<file path="src/rtl/mem_port_arbiter_if.sv">
// rtl/mem_port_arbiter_if.sv - requester, grant and memory-side signal bundle for mem_port_arbiter
interface mem_port_arbiter_if #(
  parameter int AW = 16,
  parameter int DW = 32
);
  // requester 0 (core load/store port)
  logic          req0;
  logic          we0;
  logic [AW-1:0] addr0;
  logic [DW-1:0] wdata0;
  logic          gnt0;
  logic          rvalid0;
  logic [DW-1:0] rdata0;

  // requester 1 (DMA / debug master)
  logic          req1;
  logic          we1;
  logic [AW-1:0] addr1;
  logic [DW-1:0] wdata1;
  logic          gnt1;
  logic          rvalid1;
  logic [DW-1:0] rdata1;

  // memory subsystem side
  logic          mem_we;
  logic [AW-1:0] mem_addr;
  logic [DW-1:0] mem_wdata;
  logic [DW-1:0] mem_rdata;

  // status
  logic          owner;
  logic          busy;

  // arbiter view
  modport slave (
    input  req0, we0, addr0, wdata0,
    input  req1, we1, addr1, wdata1,
    input  mem_rdata,
    output gnt0, rvalid0, rdata0,
    output gnt1, rvalid1, rdata1,
    output mem_we, mem_addr, mem_wdata,
    output owner, busy
  );

  // requester / memory-model view
  modport master (
    output req0, we0, addr0, wdata0,
    output req1, we1, addr1, wdata1,
    output mem_rdata,
    input  gnt0, rvalid0, rdata0,
    input  gnt1, rvalid1, rdata1,
    input  mem_we, mem_addr, mem_wdata,
    input  owner, busy
  );
endinterface

</file>
<file path="src/rtl/mem_port_arbiter.sv">
// rtl/mem_port_arbiter.sv - two-requester round-robin arbiter for the shared data-memory port (option: ARB_FIXED_PRIO_EN)
module mem_port_arbiter #(
  parameter int AW        = 16,
  parameter int DW        = 32,
  parameter int MAX_BURST = 4
) (
  input logic              clk,
  input logic              reset,
  mem_port_arbiter_if.slave bus
);

  typedef enum logic [1:0] {
    IDLE = 2'd0,
    OWN0 = 2'd1,
    OWN1 = 2'd2
  } state_t;

  localparam logic [3:0] LP_LAST_BEAT = 4'(MAX_BURST - 1);

  state_t        r_state;
  logic          r_last_owner;
  logic [3:0]    r_beat_cnt;
  logic          r_rvalid0;
  logic          r_rvalid1;
  logic [DW-1:0] r_rdata0;
  logic [DW-1:0] r_rdata1;

  logic          w_own0;
  logic          w_own1;
  logic          w_acc0;
  logic          w_acc1;
  logic          w_rd0;
  logic          w_rd1;
  logic          w_last_beat;
  logic          w_idle_pick1;
  logic          w_preempt_by0;
  logic          w_burst_limit0;
  logic [AW-1:0] w_mem_addr;
  logic [DW-1:0] w_mem_wdata;

  // Arbitration policy knobs: fixed priority favours requester 0 everywhere,
  // round-robin alternates ties and caps every owner at MAX_BURST beats.
`ifdef ARB_FIXED_PRIO_EN
  assign w_idle_pick1   = 1'b0;
  assign w_preempt_by0  = bus.req0;
  assign w_burst_limit0 = 1'b0;
`else
  assign w_idle_pick1   = (r_last_owner == 1'b0);
  assign w_preempt_by0  = 1'b0;
  assign w_burst_limit0 = 1'b1;
`endif

  assign w_own0      = (r_state == OWN0);
  assign w_own1      = (r_state == OWN1);
  assign w_acc0      = bus.req0 & w_own0;
  assign w_acc1      = bus.req1 & w_own1;
  assign w_rd0       = w_acc0 & ~bus.we0;
  assign w_rd1       = w_acc1 & ~bus.we1;
  assign w_last_beat = (r_beat_cnt == LP_LAST_BEAT);

  // Ownership FSM: grant state, burst counter and round-robin history
  always_ff @(posedge clk) begin
    if (reset) begin
      r_state      <= IDLE;
      r_last_owner <= 1'b1;
      r_beat_cnt   <= '0;
    end else begin
      case (r_state)
        IDLE: begin
          if (bus.req0 && (!bus.req1 || !w_idle_pick1)) begin
            r_state      <= OWN0;
            r_last_owner <= 1'b0;
            r_beat_cnt   <= '0;
          end else if (bus.req1) begin
            r_state      <= OWN1;
            r_last_owner <= 1'b1;
            r_beat_cnt   <= '0;
          end
        end
        OWN0: begin
          if (!bus.req0) begin
            if (bus.req1) begin
              r_state      <= OWN1;
              r_last_owner <= 1'b1;
              r_beat_cnt   <= '0;
            end else begin
              r_state <= IDLE;
            end
          end else if (w_last_beat) begin
            if (bus.req1 && w_burst_limit0) begin
              r_state      <= OWN1;
              r_last_owner <= 1'b1;
              r_beat_cnt   <= '0;
            end else begin
              r_beat_cnt <= '0;
            end
          end else begin
            r_beat_cnt <= r_beat_cnt + 4'd1;
          end
        end
        OWN1: begin
          // a dropped req1 or a fixed-priority pre-emption both hand the port back
          if (!bus.req1 || w_preempt_by0) begin
            if (bus.req0) begin
              r_state      <= OWN0;
              r_last_owner <= 1'b0;
              r_beat_cnt   <= '0;
            end else begin
              r_state <= IDLE;
            end
          end else if (w_last_beat) begin
            if (bus.req0) begin
              r_state      <= OWN0;
              r_last_owner <= 1'b0;
              r_beat_cnt   <= '0;
            end else begin
              r_beat_cnt <= '0;
            end
          end else begin
            r_beat_cnt <= r_beat_cnt + 4'd1;
          end
        end
        default: begin
          r_state    <= IDLE;
          r_beat_cnt <= '0;
        end
      endcase
    end
  end

  // Read return: capture memory data at the acceptance edge, pulse rvalid one cycle later.
  // Tracks the requester that issued the beat, so it survives a same-edge handover.
  always_ff @(posedge clk) begin
    if (reset) begin
      r_rvalid0 <= 1'b0;
      r_rvalid1 <= 1'b0;
      r_rdata0  <= '0;
      r_rdata1  <= '0;
    end else begin
      r_rvalid0 <= w_rd0;
      r_rvalid1 <= w_rd1;
      if (w_rd0) begin
        r_rdata0 <= bus.mem_rdata;
      end
      if (w_rd1) begin
        r_rdata1 <= bus.mem_rdata;
      end
    end
  end

  // Memory-side mux: last_owner is the current owner in OWN states and the previous one in IDLE
  assign w_mem_addr  = r_last_owner ? bus.addr1  : bus.addr0;
  assign w_mem_wdata = r_last_owner ? bus.wdata1 : bus.wdata0;

  assign bus.mem_addr  = w_mem_addr;
  assign bus.mem_wdata = w_mem_wdata;
  assign bus.mem_we    = (w_acc0 & bus.we0) | (w_acc1 & bus.we1);

  assign bus.gnt0    = w_own0;
  assign bus.gnt1    = w_own1;
  assign bus.rvalid0 = r_rvalid0;
  assign bus.rvalid1 = r_rvalid1;
  assign bus.rdata0  = r_rdata0;
  assign bus.rdata1  = r_rdata1;
  assign bus.owner   = r_last_owner;
  assign bus.busy    = (r_state != IDLE);

endmodule

</file>
<file path="src/flat_wrapper.sv">
// flat-port wrapper written by rule: the top's interface ports become plain ports
module mem_port_arbiter_flat 
#(
  parameter int AW        = 16,
  parameter int DW        = 32,
  parameter int MAX_BURST = 4
)
  (clk, reset, bus_req0, bus_we0, bus_addr0, bus_wdata0, bus_req1, bus_we1, bus_addr1, bus_wdata1, bus_mem_rdata, bus_gnt0, bus_rvalid0, bus_rdata0, bus_gnt1, bus_rvalid1, bus_rdata1, bus_mem_we, bus_mem_addr, bus_mem_wdata, bus_owner, bus_busy);
  mem_port_arbiter_if #(.AW(AW), .DW(DW)) bus_i ();
  input logic clk;
  input logic reset;
  input wire logic [$bits(bus_i.req0)-1:0] bus_req0;
  input wire logic [$bits(bus_i.we0)-1:0] bus_we0;
  input wire logic [$bits(bus_i.addr0)-1:0] bus_addr0;
  input wire logic [$bits(bus_i.wdata0)-1:0] bus_wdata0;
  input wire logic [$bits(bus_i.req1)-1:0] bus_req1;
  input wire logic [$bits(bus_i.we1)-1:0] bus_we1;
  input wire logic [$bits(bus_i.addr1)-1:0] bus_addr1;
  input wire logic [$bits(bus_i.wdata1)-1:0] bus_wdata1;
  input wire logic [$bits(bus_i.mem_rdata)-1:0] bus_mem_rdata;
  output wire logic [$bits(bus_i.gnt0)-1:0] bus_gnt0;
  output wire logic [$bits(bus_i.rvalid0)-1:0] bus_rvalid0;
  output wire logic [$bits(bus_i.rdata0)-1:0] bus_rdata0;
  output wire logic [$bits(bus_i.gnt1)-1:0] bus_gnt1;
  output wire logic [$bits(bus_i.rvalid1)-1:0] bus_rvalid1;
  output wire logic [$bits(bus_i.rdata1)-1:0] bus_rdata1;
  output wire logic [$bits(bus_i.mem_we)-1:0] bus_mem_we;
  output wire logic [$bits(bus_i.mem_addr)-1:0] bus_mem_addr;
  output wire logic [$bits(bus_i.mem_wdata)-1:0] bus_mem_wdata;
  output wire logic [$bits(bus_i.owner)-1:0] bus_owner;
  output wire logic [$bits(bus_i.busy)-1:0] bus_busy;
  assign bus_i.req0 = bus_req0;
  assign bus_i.we0 = bus_we0;
  assign bus_i.addr0 = bus_addr0;
  assign bus_i.wdata0 = bus_wdata0;
  assign bus_i.req1 = bus_req1;
  assign bus_i.we1 = bus_we1;
  assign bus_i.addr1 = bus_addr1;
  assign bus_i.wdata1 = bus_wdata1;
  assign bus_i.mem_rdata = bus_mem_rdata;
  assign bus_gnt0 = bus_i.gnt0;
  assign bus_rvalid0 = bus_i.rvalid0;
  assign bus_rdata0 = bus_i.rdata0;
  assign bus_gnt1 = bus_i.gnt1;
  assign bus_rvalid1 = bus_i.rvalid1;
  assign bus_rdata1 = bus_i.rdata1;
  assign bus_mem_we = bus_i.mem_we;
  assign bus_mem_addr = bus_i.mem_addr;
  assign bus_mem_wdata = bus_i.mem_wdata;
  assign bus_owner = bus_i.owner;
  assign bus_busy = bus_i.busy;
  mem_port_arbiter #(.AW(AW), .DW(DW), .MAX_BURST(MAX_BURST)) u_core (.clk(clk), .reset(reset), .bus(bus_i));
endmodule
</file>
<file path="config.mk">
export PLATFORM = sky130hd
export DESIGN_NAME = mem_port_arbiter_flat
export DESIGN_NICKNAME = d
export VERILOG_FILES = /design/src/rtl/mem_port_arbiter_if.sv /design/src/rtl/mem_port_arbiter.sv /design/src/flat_wrapper.sv
export SDC_FILE = /design/constraint.sdc
export NUM_CORES = 1
export LEC_CHECK = 0
export BUFFER_PORTS_ARGS = -buffer_cell sky130_fd_sc_hd__buf_4
export CORE_AREA = 4 4 97 99
export DETAILED_ROUTE_END_ITERATION = 8
export DIE_AREA = 0 0 101 103
export GPL_TIMING_DRIVEN = 0
export HOLD_SLACK_MARGIN = 0.15
export PLACE_DENSITY_LB_ADDON = 0.1
export SKIP_CTS_REPAIR_TIMING = 1
export SLEW_MARGIN = 0
export SYNTH_ARGS = -nofsm -noshare
export SYNTH_HDL_FRONTEND = slang
export SYNTH_SLANG_ARGS = --single-unit
</file>
<file path="constraint.sdc">
create_clock -name clk -period 3.95 [get_ports clk]
set_input_delay 0.395 -clock clk [delete_from_list [all_inputs] [get_ports clk]]
set_output_delay 0.395 -clock clk [all_outputs]
set_load 0.02 [all_outputs]
</file>
==> flow_summary.ini <==
[cells_and_area]
final_nets = 806
final_layout_size_suffix_gt1_frac = 0.497
final-instance-count-excl-fill = 780
area_delta_synth_final_pct = 66.5
num_antenna_cells = 0
n_fill_cell = 743
final_area_um2 = 5590
layout_common_cells = buf_4 (250), nand2_1 (131), dfxtp_1 (73)
final_common_cell = buf_4

[logic_synthesis]
synth.distinct_cells = 33
netlist_area_um2 = 3360
synthArstFlopShare = 0
synth-edff-count = 0
synth_cells = 406
synth.net_count = 545
synth_area_per_cell_um2 = 8.27
synth_seq_cells = 73
ys_seq_area_frac = 0.435
synth_ff_type = dfxtp_1
ys_warn_count = 0

[worst_setup_path]
critPathKind = register to output pin
cpMostUsedCell = buf_2
cp-end-kind = output pin
crit_path_start_kind = register
path_cells = clkbuf_1 -> buf_2 -> buf_2 -> mux2_2 -> buf_4
cpMaxStageDelayCell = mux2_2
crit_fanout = 10
reg2reg_slack_ns = 2.01
max_stage_delay_ns = 0.37
cp.required_ns = 3.56
critPathArrivalTime_ns = 2.00

[sta]
min_period_ns = 2.40
worst_slew_pin_slew_ns = 0.547
maxSlewHeadroom = 0.636
fmax_ghz = 0.417
rsz0062_at_grt = false
finalCritPeriodShare = 0.607
tns_ns = 0
worst_slack_ns = 1.55
finalHoldViolCount = 0
finalSetupViolations = 0
fin_skew_ns = 0.00397
maxSlewViolCount = 0

[clock_network]
clkSinkCount = 73
htreeDepth = 3
cts_buffer_depth = 2
insertion_delay_ns = 0.34
cts_root_buf = clkbuf_8
clkTransAtPathRegs_ns = 0.07
cts_tree = built
cts_made_buffers = 9

[grt]
grt_overflow_total = 0
grt_pass1_vias = 3721
grt.total_usage = 0.230
grt_pass1_wl_mm = 18.7
grt_max_degree = 13
antenna_found_initial = 0

[route]
drt-total-wl_mm = 12.4
drtIter0Drc = 93
wl_per_cell_um = 15.8
vias = 3767
dr.pass1.iters = 4
via_per_inst = 4.83
drc = 0
ant_nets = 0

[placed_design]
dp_cells = 764
dp.final_hpwl_mm = 10.1
routabilityCongestion = 0.846
place_area_um2 = 5370
preCtsSetupSlack_ns = 1.88
port-buffer-count = 250

[floorplan]
core-area_um2 = 8550
rows = 34
pin_count = 253
fp.dieW_um = 101
start_util = 0.393
die_y_um = 103
dieArea_um2 = 10400

[pwr]
peakVddDrop_uv = 246
cellLeakagePower_nw = 2.53
power_density_nw_per_um2 = 477
total_power_mw = 2.66

[flow_run]
cap_violations = 0

[worst_hold_path]
hold_path_class = input pin to register

[outcome]
status = finished, final reports clean
==> area by class of cell <==
cell class / instances / area, um2 / area share
repair buffers: 250 / 1880 / 0.336
multi-input cells: 296 / 1720 / 0.307
flip-flops and latches: 73 / 1460 / 0.261
plain buffers: 30 / 151 / 0.0271
clock buffers: 11 / 141 / 0.0253
well taps: 108 / 135 / 0.0242
clock inverters: 5 / 78.8 / 0.0141
inverters: 7 / 26.3 / 0.00470
==> synth_stat cells (3+ instances only) <==
cell type    n  area (um2)
o21ai_0      5        25.0
ha_1         5        62.6
nor2_1      12        45.0
clkbuf_1    12        45.0
nand3_1      4        20.0
inv_1        6        22.5
nand2_1    131         492
dfxtp_1     73        1460
mux2_2      48         541
a31oi_1      3        18.8
buf_6        3        33.8
buf_2       13        65.1
a21oi_1     67         335
==> worst paths after layout <==
kind,from,end,cells after the start
worst min register to register,u_core.bus.rdata1[2],u_core.bus.rdata1[2],2
worst max register to register,u_core.r_state[0],u_core.bus.rdata0[30],6
worst max-delay path,u_core.bus.owner,bus_mem_addr[8],5
worst min-delay path,bus_mem_rdata[1],u_core.bus.rdata1[1],3
==> stage by stage <==
step	hold slack, ns	util
after floorplan	0.471	-
final	0.309	0.654
after detailed placement	0.448	0.628
after global routing	0.285	0.654
after CTS	0.291	0.654
after global placement	0.442	0.628
==> kinds of logic (layout without fill, tap and decap cells) <==
kind of cell    Yosys count  count (layout)  synth area share
simple gates            157             157             0.186
compound gates           85              85             0.143
buf+inv                  37             303            0.0529
fa+ha+maj                 5               5            0.0186
flops                    73              73             0.435
mux                      49              49             0.164
==> registers in the layout (all words and copies together) (netlist names) <==
signal              count
u_core.bus.rdata1      32
u_core.bus.rdata0      32
u_core.bus.rvalid0      1
u_core.r_beat_cnt       4
u_core.r_state          2
u_core.bus.rvalid1      1
u_core.bus.owner        1
==> worst max-delay path, delay by kind of cell (launching register included) <==
| family | cells | cell delay [ns] |
|---|---|---|
| mux | 1 | 0.37 |
| buf+inv | 4 | 0.97 |
| flops | 1 | 0.32 |
==> per-layer routing <==
metal	up-vias	global-route usage	routed length, um
li1	1879	-	-
met1	1726	0.273	5050
met2	150	0.399	6060
met3	12	0.0846	1150
met4	0	0.0501	106
met5	-	0	0
==> power by group <==
part,internal [mW],total (mW),switching [mW]
clock,0.372,0.639,0.266
combinational,0.568,1.20,0.632
sequential,0.789,0.826,0.0361
No activity file was read; power rests on OpenSTA's default activity.
